==> src/rtl/pong_text_pkg.sv <==
// rtl/pong_text_pkg.sv - mode encodings, overlay geometry and character codes for the Pong text engine
package pong_text_pkg;

    typedef enum logic [1:0] {
        MODE_TITLE = 2'b00,
        MODE_PLAY  = 2'b01,
        MODE_OVER  = 2'b10
    } mode_e;

    typedef enum logic [1:0] {
        BCD_IDLE  = 2'b00,
        BCD_SHIFT = 2'b01,
        BCD_DONE  = 2'b10
    } bcd_state_e;

    localparam logic [10:0] BANNER_X0 = 11'd160;
    localparam logic [10:0] BANNER_X1 = 11'd448;
    localparam logic [10:0] BANNER_Y0 = 11'd192;
    localparam logic [10:0] BANNER_Y1 = 11'd256;
    localparam logic [10:0] LOGO_X0   = 11'd192;
    localparam logic [10:0] LOGO_X1   = 11'd448;
    localparam logic [10:0] LOGO_Y0   = 11'd256;
    localparam logic [10:0] LOGO_Y1   = 11'd384;

    localparam logic [6:0] CH_BLANK = 7'h00;
    localparam logic [6:0] CH_SPACE = 7'h20;
    localparam logic [6:0] CH_DIGIT = 7'h30;
    localparam logic [6:0] CH_A     = 7'h41;
    localparam logic [6:0] CH_E     = 7'h45;
    localparam logic [6:0] CH_G     = 7'h47;
    localparam logic [6:0] CH_M     = 7'h4D;
    localparam logic [6:0] CH_N     = 7'h4E;
    localparam logic [6:0] CH_O     = 7'h4F;
    localparam logic [6:0] CH_P     = 7'h50;
    localparam logic [6:0] CH_R     = 7'h52;
    localparam logic [6:0] CH_V     = 7'h56;

    // Encoding 11 is an alias of PLAY.
    function automatic mode_e norm_mode(input logic [1:0] m);
        return (m == 2'b11) ? MODE_PLAY : mode_e'(m);
    endfunction

    function automatic logic [6:0] banner_char(input logic [3:0] idx);
        case (idx)
            4'd0:    return CH_G;
            4'd1:    return CH_A;
            4'd2:    return CH_M;
            4'd3:    return CH_E;
            4'd5:    return CH_O;
            4'd6:    return CH_V;
            4'd7:    return CH_E;
            4'd8:    return CH_R;
            default: return CH_SPACE;
        endcase
    endfunction

    function automatic logic [6:0] logo_char(input logic [1:0] idx);
        case (idx)
            2'd0:    return CH_P;
            2'd1:    return CH_O;
            2'd2:    return CH_N;
            default: return CH_G;
        endcase
    endfunction

endpackage

==> src/rtl/bin2bcd_seq.sv <==
// rtl/bin2bcd_seq.sv - sequential double-dabble binary to BCD converter with saturation
module bin2bcd_seq
    import pong_text_pkg::*;
#(
    parameter int W      = 7,
    parameter int DIGITS = 2
) (
    input  logic                  clk,
    input  logic                  reset,
    input  logic                  start,
    input  logic [W-1:0]          bin,
    output logic                  busy,
    output logic                  done,
    output logic [4*DIGITS-1:0]   bcd
);

    localparam int          BW    = 4 * DIGITS;
    localparam int          CW    = $clog2(W + 1);
    localparam int unsigned LIMIT = 10 ** DIGITS;
    localparam logic [CW-1:0] LAST = CW'(W - 1);

    bcd_state_e    state_q, state_d;
    logic [W-1:0]  bin_q, bin_d;
    logic [BW-1:0] acc_q, acc_d, adj;
    logic [CW-1:0] cnt_q, cnt_d;
    logic          sat_q, sat_d;

    // Values below 10^DIGITS never overflow the DIGITS-nibble accumulator, so
    // only the saturation flag needs the full-range comparison.
    always_comb begin
        state_d = state_q;
        bin_d   = bin_q;
        acc_d   = acc_q;
        cnt_d   = cnt_q;
        sat_d   = sat_q;
        adj     = acc_q;
        for (int i = 0; i < DIGITS; i++) begin
            if (acc_q[4*i +: 4] >= 4'd5) begin
                adj[4*i +: 4] = acc_q[4*i +: 4] + 4'd3;
            end
        end
        case (state_q)
            BCD_IDLE: begin
                if (start) begin
                    state_d = BCD_SHIFT;
                    bin_d   = bin;
                    acc_d   = '0;
                    cnt_d   = '0;
                    sat_d   = (32'(bin) >= LIMIT);
                end
            end
            BCD_SHIFT: begin
                acc_d = {adj[BW-2:0], bin_q[W-1]};
                bin_d = bin_q << 1;
                cnt_d = cnt_q + 1'b1;
                if (cnt_q == LAST) begin
                    state_d = BCD_DONE;
                end
            end
            BCD_DONE: state_d = BCD_IDLE;
            default:  state_d = BCD_IDLE;
        endcase
    end

    always_ff @(posedge clk) begin
        if (reset) begin
            state_q <= BCD_IDLE;
            bin_q   <= '0;
            acc_q   <= '0;
            cnt_q   <= '0;
            sat_q   <= 1'b0;
        end else begin
            state_q <= state_d;
            bin_q   <= bin_d;
            acc_q   <= acc_d;
            cnt_q   <= cnt_d;
            sat_q   <= sat_d;
        end
    end

    assign busy = (state_q != BCD_IDLE);
    assign done = (state_q == BCD_DONE);
    assign bcd  = sat_q ? {DIGITS{4'h9}} : acc_q;

endmodule

==> src/rtl/pong_text_engine.sv <==
// rtl/pong_text_engine.sv - score, banner and logo text overlay with a 2-cycle registered pixel pipeline
module pong_text_engine
    import pong_text_pkg::*;
#(
    parameter int          SCORE_W      = 7,
    parameter int          DIGITS       = 2,
    parameter int          SCORE_Y      = 0,
    parameter int          S1_X         = 192,
    parameter int          S2_X         = 384,
    parameter int          BLINK_FRAMES = 30,
    parameter logic [11:0] BG_RGB       = 12'h0FF,
    parameter logic [11:0] FG_RGB       = 12'h00F,
    parameter logic [11:0] LOGO_RGB     = 12'h000
) (
    input  logic               clk,
    input  logic               reset,
    input  logic               frame_start,
    input  logic [1:0]         mode,
    input  logic [SCORE_W-1:0] score1,
    input  logic [SCORE_W-1:0] score2,
    input  logic [9:0]         x,
    input  logic [9:0]         y,
    output logic [10:0]        rom_addr,
    input  logic [7:0]         rom_data,
    output logic [3:0]         text_on,
    output logic [11:0]        text_rgb
);

    localparam int          BW      = 4 * DIGITS;
    localparam int          FCW     = $clog2(BLINK_FRAMES + 1);
    localparam logic [FCW-1:0] FC_LAST = FCW'(BLINK_FRAMES - 1);
    localparam logic [10:0] S1_X0   = 11'(S1_X);
    localparam logic [10:0] S1_X1   = 11'(S1_X + 32 * DIGITS);
    localparam logic [10:0] S2_X0   = 11'(S2_X);
    localparam logic [10:0] S2_X1   = 11'(S2_X + 32 * DIGITS);
    localparam logic [10:0] SC_Y0   = 11'(SCORE_Y);
    localparam logic [10:0] SC_Y1   = 11'(SCORE_Y + 64);
    localparam logic [9:0]  S1_XV   = 10'(S1_X);
    localparam logic [9:0]  S2_XV   = 10'(S2_X);
    localparam logic [9:0]  SC_YV   = 10'(SCORE_Y);
    localparam logic [9:0]  BX_V    = BANNER_X0[9:0];
    localparam logic [9:0]  BY_V    = BANNER_Y0[9:0];
    localparam logic [9:0]  LX_V    = LOGO_X0[9:0];
    localparam logic [9:0]  LY_V    = LOGO_Y0[9:0];

    mode_e          mode_q, mode_d;
    logic           blink_vis_q, blink_vis_d;
    logic [FCW-1:0] fcnt_q, fcnt_d;
    logic [BW-1:0]  disp1_q, disp1_d, disp2_q, disp2_d;
    logic [BW-1:0]  bcd1, bcd2;
    logic           busy1, busy2, done1, done2, conv_start;
    logic [3:0]     sel_q, sel_d;
    logic [2:0]     bit_q, bit_d;
    logic [3:0]     text_on_q, text_on_d;
    logic [11:0]    text_rgb_q, text_rgb_d;
    logic [10:0]    xe, ye;
    logic           in_s1, in_s2, in_ov, in_lg;
    logic           en_score, en_over, en_logo;
    logic           hit_s1, hit_s2, hit_ov, hit_lg;
    logic [6:0]     ch;
    logic [3:0]     row;
    logic           pix;

    assign conv_start = frame_start & ~busy1 & ~busy2;

    bin2bcd_seq #(.W(SCORE_W), .DIGITS(DIGITS)) u_bcd1 (
        .clk   (clk),
        .reset (reset),
        .start (conv_start),
        .bin   (score1),
        .busy  (busy1),
        .done  (done1),
        .bcd   (bcd1)
    );

    bin2bcd_seq #(.W(SCORE_W), .DIGITS(DIGITS)) u_bcd2 (
        .clk   (clk),
        .reset (reset),
        .start (conv_start),
        .bin   (score2),
        .busy  (busy2),
        .done  (done2),
        .bcd   (bcd2)
    );

    // Leading zeros blank out; the least-significant digit always shows.
    function automatic logic [6:0] score_char(input logic [BW-1:0] bcd, input logic [4:0] d);
        logic       lead;
        logic [6:0] c;
        lead = 1'b1;
        c    = CH_BLANK;
        for (int i = DIGITS - 1; i >= 0; i--) begin
            if (bcd[4*i +: 4] != 4'd0 || i == 0) begin
                lead = 1'b0;
            end
            if (int'(d) == DIGITS - 1 - i) begin
                c = lead ? CH_BLANK : (CH_DIGIT | {3'b000, bcd[4*i +: 4]});
            end
        end
        return c;
    endfunction

    always_comb begin
        mode_d      = mode_q;
        fcnt_d      = fcnt_q;
        blink_vis_d = blink_vis_q;
        if (frame_start) begin
            mode_d = norm_mode(mode);
            if (mode_q != MODE_OVER) begin
                if (norm_mode(mode) == MODE_OVER) begin
                    fcnt_d      = '0;
                    blink_vis_d = 1'b1;
                end
            end else if (fcnt_q == FC_LAST) begin
                fcnt_d      = '0;
                blink_vis_d = ~blink_vis_q;
            end else begin
                fcnt_d = fcnt_q + 1'b1;
            end
        end
        // Both converters start together, so both DONE states coincide.
        disp1_d = (done1 & done2) ? bcd1 : disp1_q;
        disp2_d = (done1 & done2) ? bcd2 : disp2_q;
    end

    always_comb begin
        xe       = {1'b0, x};
        ye       = {1'b0, y};
        in_s1    = (xe >= S1_X0) && (xe < S1_X1) && (ye >= SC_Y0) && (ye < SC_Y1);
        in_s2    = (xe >= S2_X0) && (xe < S2_X1) && (ye >= SC_Y0) && (ye < SC_Y1);
        in_ov    = (xe >= BANNER_X0) && (xe < BANNER_X1) && (ye >= BANNER_Y0) && (ye < BANNER_Y1);
        in_lg    = (xe >= LOGO_X0) && (xe < LOGO_X1) && (ye >= LOGO_Y0) && (ye < LOGO_Y1);
        en_score = (mode_q == MODE_PLAY) || (mode_q == MODE_OVER);
        en_logo  = (mode_q == MODE_TITLE) || (mode_q == MODE_PLAY);
        en_over  = (mode_q == MODE_OVER) && blink_vis_q;
        hit_s1   = in_s1 & en_score;
        hit_s2   = in_s2 & en_score & ~hit_s1;
        hit_ov   = in_ov & en_over & ~hit_s1 & ~hit_s2;
        hit_lg   = in_lg & en_logo & ~hit_s1 & ~hit_s2 & ~hit_ov;
        ch       = CH_BLANK;
        row      = 4'd0;
        bit_d    = 3'd0;
        if (hit_s1) begin
            ch    = score_char(disp1_q, 5'((x - S1_XV) >> 5));
            row   = 4'((y - SC_YV) >> 2);
            bit_d = 3'((x - S1_XV) >> 2);
        end else if (hit_s2) begin
            ch    = score_char(disp2_q, 5'((x - S2_XV) >> 5));
            row   = 4'((y - SC_YV) >> 2);
            bit_d = 3'((x - S2_XV) >> 2);
        end else if (hit_ov) begin
            ch    = banner_char(4'((x - BX_V) >> 5));
            row   = 4'((y - BY_V) >> 2);
            bit_d = 3'((x - BX_V) >> 2);
        end else if (hit_lg) begin
            ch    = logo_char(2'((x - LX_V) >> 6));
            row   = 4'((y - LY_V) >> 3);
            bit_d = 3'((x - LX_V) >> 3);
        end
        sel_d = {hit_lg, hit_s1, hit_s2, hit_ov};
    end

    assign rom_addr = {ch, row};

    // Bit 7 of the ROM byte is the leftmost pixel of the glyph row.
    always_comb begin
        pix       = rom_data[~bit_q];
        text_on_d = sel_q;
        if (sel_q == 4'd0 || !pix) begin
            text_rgb_d = BG_RGB;
        end else if (sel_q[3]) begin
            text_rgb_d = LOGO_RGB;
        end else begin
            text_rgb_d = FG_RGB;
        end
    end

    always_ff @(posedge clk) begin
        if (reset) begin
            mode_q      <= MODE_TITLE;
            fcnt_q      <= '0;
            blink_vis_q <= 1'b1;
            disp1_q     <= '0;
            disp2_q     <= '0;
            sel_q       <= '0;
            bit_q       <= '0;
            text_on_q   <= '0;
            text_rgb_q  <= BG_RGB;
        end else begin
            mode_q      <= mode_d;
            fcnt_q      <= fcnt_d;
            blink_vis_q <= blink_vis_d;
            disp1_q     <= disp1_d;
            disp2_q     <= disp2_d;
            sel_q       <= sel_d;
            bit_q       <= bit_d;
            text_on_q   <= text_on_d;
            text_rgb_q  <= text_rgb_d;
        end
    end

    assign text_on  = text_on_q;
    assign text_rgb = text_rgb_q;

endmodule

==> config.mk <==
export PLATFORM = sky130hd
export DESIGN_NAME = pong_text_engine
export DESIGN_NICKNAME = d
export VERILOG_FILES = /design/src/rtl/pong_text_pkg.sv /design/src/rtl/bin2bcd_seq.sv /design/src/rtl/pong_text_engine.sv
export SDC_FILE = /design/constraint.sdc
export NUM_CORES = 1
export LEC_CHECK = 0
export ABC_AREA = 1
export CAP_MARGIN = 20
export CELL_PAD_IN_SITES_DETAIL_PLACEMENT = 1
export CELL_PAD_IN_SITES_GLOBAL_PLACEMENT = 1
export CORE_MARGIN = 5
export CORE_UTILIZATION = 38
export CTS_CLUSTER_DIAMETER = 40
export DETAILED_ROUTE_END_ITERATION = 10
export HOLD_SLACK_MARGIN = 0.02
export PLACE_DENSITY = 0.87
export SLEW_MARGIN = 20
export SYNTH_ARGS = -nofsm -noshare
export SYNTH_HDL_FRONTEND = slang
export SYNTH_HIERARCHICAL = 1
export SYNTH_SLANG_ARGS = --single-unit
==> constraint.sdc <==
create_clock -name clk -period 2.95 [get_ports clk]
set_input_delay 0.885 -clock clk [delete_from_list [all_inputs] [get_ports clk]]
set_output_delay 0.885 -clock clk [all_outputs]
set_load 0.1 [all_outputs]
==> summary.md <==
| Metric | Value |
|---|---|
| Final WL | `15000 um` |
| Max Cap Viol | `0` |
| Syn Inst Count | `about 700` |
| Final setup vio count | `11` |
| Worst setup EP type | `output port` |
| Layout Skew | `3.25 ps` |
| Crit share post-route | `1.07` |
| Fin. Hold Viols | `0` |
| # rows | `40` |
| Worst path slowest cell | `buf_12` |
| Status | `finished with violations` |
| Die ar. | `between 10000 and 15000 um^2` |
| DR pass1 iterations | `4` |
| CP dominant cell by count | `nand2_4` |
| Clock buffer depth | `2` |
| Post-route setup slack | `-216 ps` |
| Ys async rst share | `0` |
| Cell family with most CP delay | `buffers and inverters` |
| Placer Congestion | `~0.85` |
| F_max | `316 MHz` |
| Post-DRT Antenna Nets | `0` |
| Fill cells | `1537` |
| DRC violations left | `0` |
| H-tree depth | `3` |
| Failing checks | `setup timing` |
| Synthesized area | `between 4000 and 5000 um^2` |
| Post-route cell area | `~6500 um^2` |
| Final global-route overflow total | `0` |
| Initial antenna violation count | `0` |
| Most frequent cells in the layout | `154 x nand2_1, 89 x nor2_1, 79 x dfxtp_1` |
| Via count | `4983` |
| RSZ-0062 raised after global routing | `yes` |
| Critical path type | `in -> out` |
| Mean routed wirelength per cell | `roughly 16 um` |
| Clock Sinks | `just under 80` |
| Inserted Clock Buffers | `9` |
| Antenna Cells | `0` |
| Post-synthesis cell type count | `35` |
| DRT iter0 DRCs | `~250` |
| Seq/Total Area, Yosys | `0.348` |
| Nature of the critical path startpoint | `primary input` |
| Largest net degree at the start of global routing | `18` |
| Mapped Avg Cell Area | `between 6 and 7 um^2` |
| Synth warn | `6` |
| CTS tree | `done` |
| Combined area of the multi-input logic cells | `2870 um^2` |
| Placement Cell Area | `roughly 5800 um^2` |
| Fraction of layout cells with a size suffix above 1 | `0.233` |
| Core footprint | `~12000 um^2` |
| Number of synthesized flops with an enable pin | `0` |
| Worst path max stage delay | `~190 ps` |
| Port bufs | `67` |
| Arrival time worst endpoint | `between 2000 and 2500 ps` |
| Max-slew violations | `0` |
| Critical path, cell by cell | `buf_8 -> buf_6 -> ha_4 -> nand2_4 -> nand2_2 -> nand2_4 -> nand2_4 -> o21ai_4 -> nor2_4 -> buf_6 -> a21oi_4 -> buf_12` |
| Vias in the first global route | `5469` |
| Flops & latches, synth | `79` |
| Die Y | `119 um` |
| Via/cell ratio | `approximately 5.2` |
| Hold crit path type | `reg -> reg` |
| Commonest non-fill, non-tap cell in the layout | `nand2_1` |
| Leakage power | `approximately 0.003 uW` |
| Worst-path maximum fanout | `6` |
| Worst-Skew Late Latency | `between 300 and 400 ps` |
| Cell Pwr Density | `442 nW/um^2` |
| Seq. cell area | `roughly 1600 um^2` |
| Clock transition at path regs | `60 ps` |
| Fin util | `0.546` |
| Nets | `880` |
| Area grow syn2layout | `42.4%` |
| Io pins | `between 70 and 80` |
| Global-route wire length before repair | `~25000 um` |
| HPWL Detailed | `approximately 11000 um` |
| Final min period | `between 3000 and 4000 ps` |
| Top_reg_cell synth | `dfxtp_1` |
| GR Util All Layers | `0.214` |
| WP buf/inv | `4` |
| Die span in x | `119 um` |
| CTS root buf | `clkbuf_16` |
| Worst VDD drop | `roughly 0.37 mV` |
| Initial Util | `0.383` |
| CP required | `between 2000 and 2500 ps` |
-- cells in the mapped netlist, types with 2 or more instances --
cell type,count,share of area
o21ai_2,2,0.0039
buf_6,2,0.0050
o211a_1,6,0.013
or2_2,4,0.0055
buf_4,12,0.020
nand4_1,13,0.018
nand3_1,63,0.069
nor2_2,3,0.0041
nand2_1,186,0.15
o21ai_1,4,0.0044
nand2_2,3,0.0041
ha_1,20,0.055
o21ai_0,46,0.051
inv_1,83,0.069
inv_2,6,0.0050
clkbuf_1,9,0.0074
nor2_1,104,0.086
nor2_4,2,0.0050
a21oi_1,33,0.036
buf_2,2,0.0022
dfxtp_1,79,0.35
nor3_1,6,0.0066
xnor2_1,3,0.0058
-- state kept, by name, summed over array words and instances, names as in the netlist, 3 cells and up --
register      cells
bit_q             3
u_bcd1/bin_q      7
fcnt_q            5
u_bcd2/acc_q      8
disp2_q           8
u_bcd1/cnt_q      3
text_on           4
sel_q             4
u_bcd1/acc_q      8
u_bcd2/bin_q      7
disp1_q           8
u_bcd2/cnt_q      3
-- power breakdown --
| group | internal [uW] | leakage, uW | total (uW) | switching, uW |
|---|---|---|---|---|
| Combinational | 201 | 0.00225 | 524 | 323 |
| Clock | 760 | 0.000159 | 1200 | 436 |
| Sequential | 1110 | 0.000641 | 1140 | 31.7 |
-- worst paths after layout --
path / from / to / slack [ps] / depth (start not counted)
worst max-delay path: x[7] / rom_addr[10] / -220 / 12
worst min register to register: sel_q[3] / text_rgb[3] / 420 / 1
worst min-delay path: sel_q[3] / text_rgb[3] / 420 / 1
worst max register to register: mode_q[0] / bit_q[0] / 1170 / 11
-- logic make-up after synthesis --
group                      Yosys count  share of synthesized area
AOI/OAI and AO/OA                   96                      0.117
xor gates and xnor gates             3                    0.00578
adders and majority gates           20                     0.0550
buffers and inverters              114                      0.108
DFF                                 79                      0.348
other                                1                   0.000825
and+or+nand+nor                    390                      0.366
-- layer usage --
| metal | up-vias | routed length, um | GRT usage | share of wire |
|---|---|---|---|---|
| li1 | 2447 | - | - | - |
| met1 | 2370 | 6120 | 0.225 | 0.41 |
| met2 | 135 | 7750 | 0.397 | 0.52 |
| met3 | 31 | 733 | 0.0589 | 0.049 |
| met4 | 0 | 362 | 0.0895 | 0.024 |
| met5 | - | 0 | 0 | 0 |
-- timing repair --
action,4_1_cts,5_1_grt
buffers inserted,14,1
resized for setup,87,36
endpoints found under the setup margin,11,11
hold buffers,0,0
pin swaps,25,10
-- area by class of cell --
class / instances / area share
clock buffers: 10 / 0.0369
clock inverters: 5 / 0.0127
inverters: 89 / 0.0541
multi-input cells: 513 / 0.443
flip-flops and latches: 79 / 0.244
well taps: 147 / 0.0284
repair buffers: 121 / 0.181
-- stage by stage --
stage	hold slack, ps	TNS, ps	worst slack, ps	total power [uW]	instances
6_report	425	-2030	-216	2860	964
5_1_grt	448	-2740	-305	3010	964
4_1_cts	427	-1460	-157	2880	963
3_5_place_dp	412	-7040	-681	1640	934
3_3_place_gp	399	-6440	-642	1610	934
2_1_floorplan	385	-918	-400	1450	706
Power figures use the tool's default switching activity.
